**src/rtl/outputc_pkg.sv**
```systemverilog
// outputc_pkg: constants shared by the HL router output stage.
// Flit layout: [DATAW:0], flit type in [TYPE_MSB:TYPE_LSB].
// Configuration macro: OUTPUTC_ERRCHK_EN (see outputc.sv).
// The backtick macros mirror the legacy define.v names. The RTL itself
// uses the package localparams.
`ifndef OUTPUTC_DEFINES_DONE
`define OUTPUTC_DEFINES_DONE
`define DATAW         31
`define DATAW_P1      32
`define VCH           2
`define VCHW          1
`define TYPE_MSB      31
`define TYPE_LSB      30
`define TYPE_BODY     2'b00
`define TYPE_HEAD     2'b01
`define TYPE_TAIL     2'b10
`define TYPE_HEADTAIL 2'b11
`endif

package outputc_pkg;
  localparam int DATAW    = 31;
  localparam int DATAW_P1 = 32;
  localparam int VCH      = 2;
  localparam int VCHW     = 1;
  localparam int TYPE_MSB = 31;
  localparam int TYPE_LSB = 30;

  localparam logic [1:0] TYPE_BODY     = 2'b00;
  localparam logic [1:0] TYPE_HEAD     = 2'b01;
  localparam logic [1:0] TYPE_TAIL     = 2'b10;
  localparam logic [1:0] TYPE_HEADTAIL = 2'b11;

  // Extract the flit type field from a flit.
  function automatic logic [1:0] flit_type(input logic [DATAW:0] d);
    return d[TYPE_MSB:TYPE_LSB];
  endfunction
endpackage

```
**src/rtl/outputc_credit_cnt.sv**
```systemverilog
// credit_cnt: per-VC credit counter plus packet lock FSM for outputc.
// Configuration macro: OUTPUTC_ERRCHK_EN. When it is defined, the block
// flags overflow and lock violations so the flit can be dropped.
module credit_cnt
  import outputc_pkg::*;
#(
  parameter int BUF_DEPTH = 4,
  parameter int CW        = $clog2(BUF_DEPTH + 1)
) (
  input  logic       clk,
  input  logic       rst_,
  input  logic       sel,
  input  logic [1:0] ftype,
  input  logic       ack,
  output logic       rdy,
  output logic       lck,
  output logic       viol,
  output logic       uflow
);
  localparam logic [0:0]    IDLE   = 1'b0;
  localparam logic [0:0]    LOCKED = 1'b1;
  localparam logic [CW-1:0] FULL   = CW'(BUF_DEPTH);
  localparam logic [CW-1:0] EMPTY  = {CW{1'b0}};
  localparam logic [CW-1:0] ONE    = {{(CW-1){1'b0}}, 1'b1};

  logic [CW-1:0] credit;
  logic [CW-1:0] credit_nxt;
  logic [0:0]    state;
  logic [0:0]    state_nxt;
  logic          dec;
  logic          is_head;
  logic          is_tail;

  // Classify the flit and decide whether it violates the VC protocol.
  always_comb begin
    is_head = (ftype == TYPE_HEAD);
    is_tail = (ftype == TYPE_TAIL);
`ifdef OUTPUTC_ERRCHK_EN
    viol  = sel && ((credit == EMPTY) ||
                    (is_head && (state == LOCKED)) ||
                    (is_tail && (state == IDLE)));
    dec   = sel && !viol;
    uflow = ack && !dec && (credit == FULL);
`else
    viol  = 1'b0;
    dec   = sel;
    uflow = 1'b0;
`endif
  end

  // Next credit: a simultaneous send and return cancel out; saturate both ends.
  always_comb begin
    credit_nxt = credit;
    if (dec && !ack) begin
      if (credit != EMPTY) credit_nxt = credit - ONE;
      else                 credit_nxt = credit;
    end else if (ack && !dec) begin
      if (credit != FULL) credit_nxt = credit + ONE;
      else                credit_nxt = credit;
    end else begin
      credit_nxt = credit;
    end
  end

  // Next lock state from the type of an accepted flit.
  always_comb begin
    state_nxt = state;
    if (dec) begin
      case (ftype)
        TYPE_HEAD: state_nxt = LOCKED;
        TYPE_TAIL: state_nxt = IDLE;
        default:   state_nxt = state;
      endcase
    end else begin
      state_nxt = state;
    end
  end

  // Credit and lock state registers.
  always_ff @(posedge clk or posedge rst_) begin
    if (rst_) begin
      credit <= FULL;
      state  <= IDLE;
    end else begin
      credit <= credit_nxt;
      state  <= state_nxt;
    end
  end

  assign rdy = (credit != EMPTY);
  assign lck = (state == LOCKED);
endmodule

```
**src/rtl/outputc.sv**
```systemverilog
// outputc: per-physical-channel output stage of the HL router.
// Registers the crossbar flit onto the link. It tracks downstream credits
// and packet ownership per VC.
// Configuration macro: OUTPUTC_ERRCHK_EN. When defined, violating flits
// are dropped and a sticky oerr is raised. Otherwise oerr is held at 0.
module outputc
  import outputc_pkg::*;
#(
  parameter int ROUTERID  = 0,
  parameter int PCHID     = 0,
  parameter int BUF_DEPTH = 4
) (
  input  logic            clk,
  input  logic            rst_,
  input  logic [DATAW:0]  idata,
  input  logic            ivalid,
  input  logic [VCHW:0]   ivch,
  input  logic [VCH:0]    iack,
  output logic [DATAW:0]  odata,
  output logic            ovalid,
  output logic [VCHW:0]   ovch,
  output logic [VCH:0]    ordy,
  output logic [VCH:0]    olck,
  output logic            oerr
);
  localparam int NVC = VCH + 1;
  localparam int CHW = VCHW + 1;

`ifdef OUTPUTC_ERRCHK_EN
  localparam logic ERRCHK = 1'b1;
`else
  localparam logic ERRCHK = 1'b0;
`endif

  logic [VCH:0] sel;
  logic [VCH:0] viol;
  logic [VCH:0] uflow;
  logic         in_range;
  logic         fwd;
  logic         unused_dbg;

  // Router/channel ids are kept only for debug visibility.
  assign unused_dbg = ^{ROUTERID, PCHID};

  // VC ids above the top VC are ignored entirely.
  assign in_range = (ivch <= CHW'(VCH));
  assign fwd      = ivalid && in_range && !(|viol);

  for (genvar v = 0; v < NVC; v++) begin : g_vc
    assign sel[v] = ivalid && in_range && (ivch == CHW'(v));

    credit_cnt #(
      .BUF_DEPTH (BUF_DEPTH)
    ) u_cnt (
      .clk   (clk),
      .rst_  (rst_),
      .sel   (sel[v]),
      .ftype (flit_type(idata)),
      .ack   (iack[v]),
      .rdy   (ordy[v]),
      .lck   (olck[v]),
      .viol  (viol[v]),
      .uflow (uflow[v])
    );
  end

  // Link output register; an idle cycle drives zero data.
  always_ff @(posedge clk or posedge rst_) begin
    if (rst_) begin
      ovalid <= 1'b0;
      odata  <= {(DATAW+1){1'b0}};
      ovch   <= {CHW{1'b0}};
    end else begin
      ovalid <= fwd;
      odata  <= fwd ? idata : {(DATAW+1){1'b0}};
      ovch   <= fwd ? ivch  : {CHW{1'b0}};
    end
  end

  // Sticky protocol-error flag, cleared only by reset.
  always_ff @(posedge clk or posedge rst_) begin
    if (rst_) begin
      oerr <= 1'b0;
    end else begin
      oerr <= ERRCHK & (oerr | (|viol) | (|uflow));
    end
  end
endmodule

```
**config.mk**
```make
export PLATFORM = sky130hd
export DESIGN_NAME = outputc
export DESIGN_NICKNAME = d
export VERILOG_FILES = /design/src/rtl/outputc_pkg.sv /design/src/rtl/outputc_credit_cnt.sv /design/src/rtl/outputc.sv
export SDC_FILE = /design/constraint.sdc
export NUM_CORES = 1
export LEC_CHECK = 0
export ABC_AREA = 0
export CAP_MARGIN = 20
export CELL_PAD_IN_SITES_DETAIL_PLACEMENT = 1
export CELL_PAD_IN_SITES_GLOBAL_PLACEMENT = 1
export CORE_ASPECT_RATIO = 1.5
export CORE_MARGIN = 2
export CORE_UTILIZATION = 30
export DETAILED_ROUTE_END_ITERATION = 7
export PLACE_DENSITY = 0.83
export SYNTH_ARGS = -nofsm -noshare
export SYNTH_HDL_FRONTEND = slang
export SYNTH_SLANG_ARGS = --single-unit
```
**constraint.sdc**
```tcl
create_clock -name clk -period 2.75 [get_ports clk]
set_input_delay 0.55 -clock clk [delete_from_list [all_inputs] [get_ports clk]]
set_output_delay 0.55 -clock clk [all_outputs]
set_load 0.01 [all_outputs]
```
==> flow_summary.json, run 1 <==
{
  "worstReg2RegStart": "g_vc[0].u_cnt.credit[1]",
  "drv_slew": 0,
  "diodes": 0,
  "r2r_cells": 5,
  "regArea_mm2": 0.00118,
  "antenna_found_initial": 0,
  "p_per_area_mw_per_mm2": 662,
  "start_util_pct": 31.1,
  "area_growth_pct": 47.3,
  "clk_latency_ps": 280,
  "viasPerCell": 4.72,
  "r2r_setup_slack_ps": 1130,
  "ir_drop_mv": 0.297,
  "finClkSkew_ps": 1.48,
  "tightest_slew_ps": 517,
  "vias": 1580,
  "ys_ff_latch": 47,
  "cts_tree": "done",
  "dpl_cell_area_mm2": 0.00287,
  "synth_seq_area_share_pct": 58.5,
  "setup_violations": 0,
  "drc": 0,
  "wirelength_um": 5000,
  "required_ps": 2970,
  "leakage_nw": 1.29,
  "h-tree-depth": 2,
  "min_period_ps": 2340,
  "final_cell_mix": "clkdlybuf4s50_1, dfrtp_1, and2_1",
  "cts-root-buf": "clkbuf_8",
  "critPathCaptureType": "flop",
  "grt_remaining_overflow": 0,
  "clockBufferDepth": 2,
  "finalNetCount": 302,
  "cp-start-kind": "input port",
  "avgSynthCellArea_um2": 11.0,
  "grt_max_degree": 34,
  "numCtsBuffers": 5,
  "yosys_warnings": 0,
  "arrival_ps": 2560,
  "cts-resized-gates": 0,
  "io_buffers": 80,
  "nFillCells": 723,
  "fin_tns_setup_ps": 0,
  "multiInputGateArea_um2": 721,
  "max_slew_margin_pct": 65.5,
  "num_rows": 36,
  "hold_buffers": 0,
  "fin_crit_sh_pct": 85.3,
  "ant_nets": 0,
  "dp_hpwl_um": 3880,
  "min_from": "g_vc[2].u_cnt.lck",
  "maxCapViolCount": 0,
  "dieArea_mm2": 0.00740,
  "hold_end": "g_vc[2].u_cnt.lck",
  "drt-pass1-iter-count": 4,
  "synthesis.area_mm2": 0.00202,
  "grtUsageTotal_pct": 14.9,
  "hp-class": "reg -> reg",
  "routabilityCongestion": 0.769,
  "worstPathMaxFanout": 4,
  "drive_gt1_share_pct": 7.34,
  "first_iter_violations": 43,
  "ios": 82,
  "yosysUniqueCellTypes": 30,
  "die_height_um": 104,
  "grt_pass1_vias": 1806,
  "worstSetupPathType": "in -> reg",
  "grt_pass1_wl_um": 8860,
  "status": "complete, no violations",
  "post_cts_buffers": 0,
  "timing.hold.ws_ps": 529,
  "cts_sinks": 47,
  "rsz0062_at_grt": "false",
  "die_x_um": 70.9,
  "worstReg2RegEnd": "g_vc[0].u_cnt.credit[2]",
  "clkTransAtPathRegs_ps": 90,
  "syn-num-nets": 228,
  "hold_viol_final": 0,
  "core_area_mm2": 0.00649,
  "synthCells": 184,
  "final_common_cell": "clkdlybuf4s50_1",
  "fmax_mhz": 427,
  "final_cell_area_mm2": 0.00297,
  "post_drt_wl_per_cell_um": 14.9,
  "holdPathStages": 2,
  "power.total_mw": 1.97
}
logic make-up after synthesis:
logic type      Yosys count  share of synthesized area [%]
fa+ha+maj                 4                           2.48
other cells               1                          0.186
simple gates             76                           21.0
flops                    47                           58.5
compound gates           27                           9.31
buf+inv                  23                           5.90
xor+xnor                  6                           2.61
where the power goes:
part,switching [mW],internal [mW],leakage (nW)
logic,0.242,0.313,0.639
clock network,0.214,0.230,0.0515
registers,0.156,0.812,0.601
final cells by class:
cell class	count	area share, %
clock buffer	8	3.37
sequential	47	39.7
tap	76	3.20
inverter	4	0.506
timing repair buffer	86	28.9
multi-input combinational	114	24.3
state kept, by name, indices dropped and copies added, names as in the netlist:
signal,count
g_vc.u_cnt.lck,3
g_vc.u_cnt.credit,9
odata,32
ovch,2
ovalid,1
stage by stage:
| stage | worst slack, ps | util [%] | std cells |
|---|---|---|---|
| global route | 284 | 45.8 | 335 |
| detailed placement | 94.5 | 44.2 | 327 |
| CTS | 402 | 45.8 | 335 |
| global placement | 177 | 44.2 | 327 |
| finish | 405 | 45.8 | 335 |
| floorplan | 600 | - | 184 |
worst max path at each step:
stage / start / slack, ps / depth (start not counted) / endpoint
CTS: ivalid / 400 / 8 / g_vc[0].u_cnt.credit[2]
finish: ivalid / 410 / 8 / g_vc[0].u_cnt.credit[2]
detailed placement: ivalid / 90 / 8 / g_vc[0].u_cnt.credit[2]
global route: ivalid / 280 / 8 / g_vc[0].u_cnt.credit[2]
global placement: ivalid / 180 / 8 / g_vc[0].u_cnt.credit[2]
floorplan: ivch[1] / 600 / 8 / g_vc[0].u_cnt.credit[2]
per-layer routing:
metal	up-vias	track usage [%]	part of all wire, %
li1	752	-	-
met1	779	16.5	37
met2	45	27.9	58
met3	4	2.33	4.0
met4	0	5.39	1.5
met5	-	0	0
cells in the mapped netlist:
library cell	instances	area [um2]
conb_1	1	3.75
a311oi_1	5	43.8
and3_1	3	18.8
o41ai_1	2	17.5
a21boi_0	1	7.51
nand3_1	1	5.00
o2111ai_1	3	26.3
o21ai_0	6	30.0
dfrtp_1	44	1100
buf_2	2	10.0
and2_1	32	200
buf_4	8	60.1
nor2_1	17	63.8
clkbuf_1	9	33.8
or4_1	1	7.51
or3b_1	1	8.76
o21ai_1	1	5.00
or3_1	3	18.8
ha_1	4	50.1
nand3b_1	2	15.0
nor3_1	6	30.0
dfstp_2	3	78.8
a31oi_1	4	25.0
o31ai_1	3	22.5
inv_1	4	15.0
nor2_2	1	6.26
nand2_1	3	11.3
xor2_1	6	52.6
a21oi_1	2	10.0
nand2b_1	6	37.5
critical path: stages:
cell,delay (ps)
clkdlybuf4s50_1,520
or3b_1,410
nor2_2,130
xor2_1,90
ha_1,230
or4_1,470
nand3_1,100
o21ai_1,70
Power figures use the tool's default switching activity.
==> run 2: changes to the inputs <==
--- a/config.mk
+++ b/config.mk
@@ -10,7 +10,7 @@
 export CELL_PAD_IN_SITES_DETAIL_PLACEMENT = 1
 export CELL_PAD_IN_SITES_GLOBAL_PLACEMENT = 1
 export CORE_ASPECT_RATIO = 1.5
-export CORE_MARGIN = 2
+export CORE_MARGIN = 1.5
 export CORE_UTILIZATION = 30
 export DETAILED_ROUTE_END_ITERATION = 7
 export PLACE_DENSITY = 0.83
==> run 2 against run 1 <==
Power increased by 0.24%; count of clock-buffer cells in the layout stayed put; first-iteration DRC count fell by 16%; fmax decreased by 1.2%; flip-flop and latch count unchanged; design area is 0.42% lower; setup slack lost 28 ps; sequential share of layout area is 0.17 points higher; critical endpoint unchanged; largest cell class unchanged.
==> flow_summary.json, run 2 (same netlist as run 1, synthesis figures left out) <==
{
  "tightest_slew_ps": 614,
  "clockBufferDepth": 2,
  "cts-resized-gates": 0,
  "worstSetupPathType": "in -> reg",
  "post_drt_wl_per_cell_um": 14.5,
  "wirelength_um": 4870,
  "viasPerCell": 4.84,
  "die_x_um": 69.9,
  "grt_pass1_wl_um": 8020,
  "leakage_nw": 1.29,
  "timing.hold.ws_ps": 519,
  "start_util_pct": 31.1,
  "fmax_mhz": 421,
  "final.setup.worst_slack_ps": 377,
  "diodes": 0,
  "grt_remaining_overflow": 0,
  "status": "complete, no violations",
  "hp-class": "reg -> reg",
  "clk_latency_ps": 300,
  "drc": 0,
  "hold_end": "g_vc[2].u_cnt.lck",
  "required_ps": 2990,
  "max_slew_margin_pct": 59.0,
  "io_buffers": 80,
  "num_rows": 36,
  "routabilityCongestion": 0.779,
  "grt_max_degree": 48,
  "cts_tree": "done",
  "cp-start-kind": "input port",
  "ir_drop_mv": 0.316,
  "fin_tns_setup_ps": 0,
  "h-tree-depth": 2,
  "finalNetCount": 302,
  "cts-root-buf": "clkbuf_8",
  "r2r_setup_slack_ps": 1160,
  "ios": 82,
  "largest_register": "odata",
  "area_growth_pct": 46.7,
  "p_per_area_mw_per_mm2": 667,
  "post_cts_buffers": 0,
  "worstReg2RegStart": "g_vc[0].u_cnt.credit[1]",
  "min_period_ps": 2370,
  "finClkSkew_ps": 1.10,
  "dp_hpwl_um": 3630,
  "drive_gt1_share_pct": 7.34,
  "finalNonFillerCells": 335,
  "numCtsBuffers": 5,
  "maxCapViolCount": 0,
  "placedCellCount": 327,
  "core_area_mm2": 0.00649,
  "rsz0062_at_grt": "false",
  "final_common_cell": "clkdlybuf4s50_1",
  "critPathCaptureType": "flop",
  "ant_nets": 0,
  "setup_violations": 0,
  "grtUsageTotal_pct": 14.4,
  "pre_cts_slack_ps": 46.0,
  "regArea_mm2": 0.00118,
  "vias": 1620,
  "final_cell_mix": "clkdlybuf4s50_1, dfrtp_1, and2_1",
  "drt-pass1-iter-count": 3,
  "min_from": "g_vc[2].u_cnt.lck",
  "dieArea_mm2": 0.00723,
  "arrival_ps": 2610,
  "drv_slew": 0,
  "die_height_um": 103,
  "grt_pass1_vias": 1699,
  "nFillCells": 720,
  "largest_reg_flops": 32,
  "fin_crit_sh_pct": 86.3,
  "first_iter_violations": 36,
  "cts_sinks": 47,
  "multiInputGateArea_um2": 721,
  "r2r_cells": 5,
  "holdPathStages": 2,
  "antenna_found_initial": 0,
  "clkTransAtPathRegs_ps": 90,
  "hold_buffers": 0,
  "worstReg2RegEnd": "g_vc[0].u_cnt.credit[2]",
  "hold_viol_final": 0,
  "worstPathMaxFanout": 4
}
-- run 2: cell types whose count changed in the layout (fill, tap and decap cells not counted) --
cell and delta:
buf_4 +1, buf_12 -1
-- run 2: through the flow --
stage	utilization, %	power, mW	cell area [um2]
floorplan	-	1.31	2020
global placement	44.0	1.49	2860
detailed placement	44.0	1.54	2860
CTS	45.6	2.01	2960
global route	45.6	2.12	2960
finish	45.6	1.97	2960
-- run 2: cell type report --
class / instances / share of cell area, %
timing repair buffer: 86 / 28.6
clock buffer: 8 / 3.39
tap: 76 / 3.22
inverter: 4 / 0.508
sequential: 47 / 39.9
multi-input combinational: 114 / 24.4
-- run 2: how the worst max path moves through the flow --
| stage | slack [ps] | cells after the start | to | start |
|---|---|---|---|---|
| CTS | 380 | 8 | g_vc[0].u_cnt.credit[2] | ivalid |
| global route | 300 | 8 | g_vc[0].u_cnt.credit[2] | ivalid |
| global placement | 160 | 8 | g_vc[0].u_cnt.credit[2] | ivalid |
| detailed placement | 50 | 8 | g_vc[0].u_cnt.credit[2] | ivalid |
| finish | 380 | 8 | g_vc[0].u_cnt.credit[2] | ivalid |
| floorplan | 600 | 8 | g_vc[0].u_cnt.credit[2] | ivch[1] |
-- run 2: metal layers --
metal / wire, um / track usage [%]
met5: 0 / 0
met3: 330 / 5.14
met4: 138 / 6.95
met1: 1740 / 14.4
met2: 2660 / 26.5
-- run 2: worst max-delay path, stage by stage --
cell and delay, ps:
clkdlybuf4s50_1 520, or3b_1 430, nor2_2 150, xor2_1 90
ha_1 220, or4_1 480, nand3_1 100, o21ai_1 60
-- run 2: power breakdown --
part	internal (mW)	total, mW	switching (mW)
sequential	0.812	0.962	0.150
combinational	0.312	0.554	0.242
clock	0.230	0.455	0.226
total	1.35	1.97	0.618
==> run 3: changes to the inputs <==
--- a/config.mk
+++ b/config.mk
@@ -14,6 +14,7 @@
 export CORE_UTILIZATION = 30
 export DETAILED_ROUTE_END_ITERATION = 7
 export PLACE_DENSITY = 0.83
+export SLEW_MARGIN = 25
 export SYNTH_ARGS = -nofsm -noshare
 export SYNTH_HDL_FRONTEND = slang
 export SYNTH_SLANG_ARGS = --single-unit
==> results of run 3 <==
The final DEF is identical to that of run 2; final timing and power are the same.
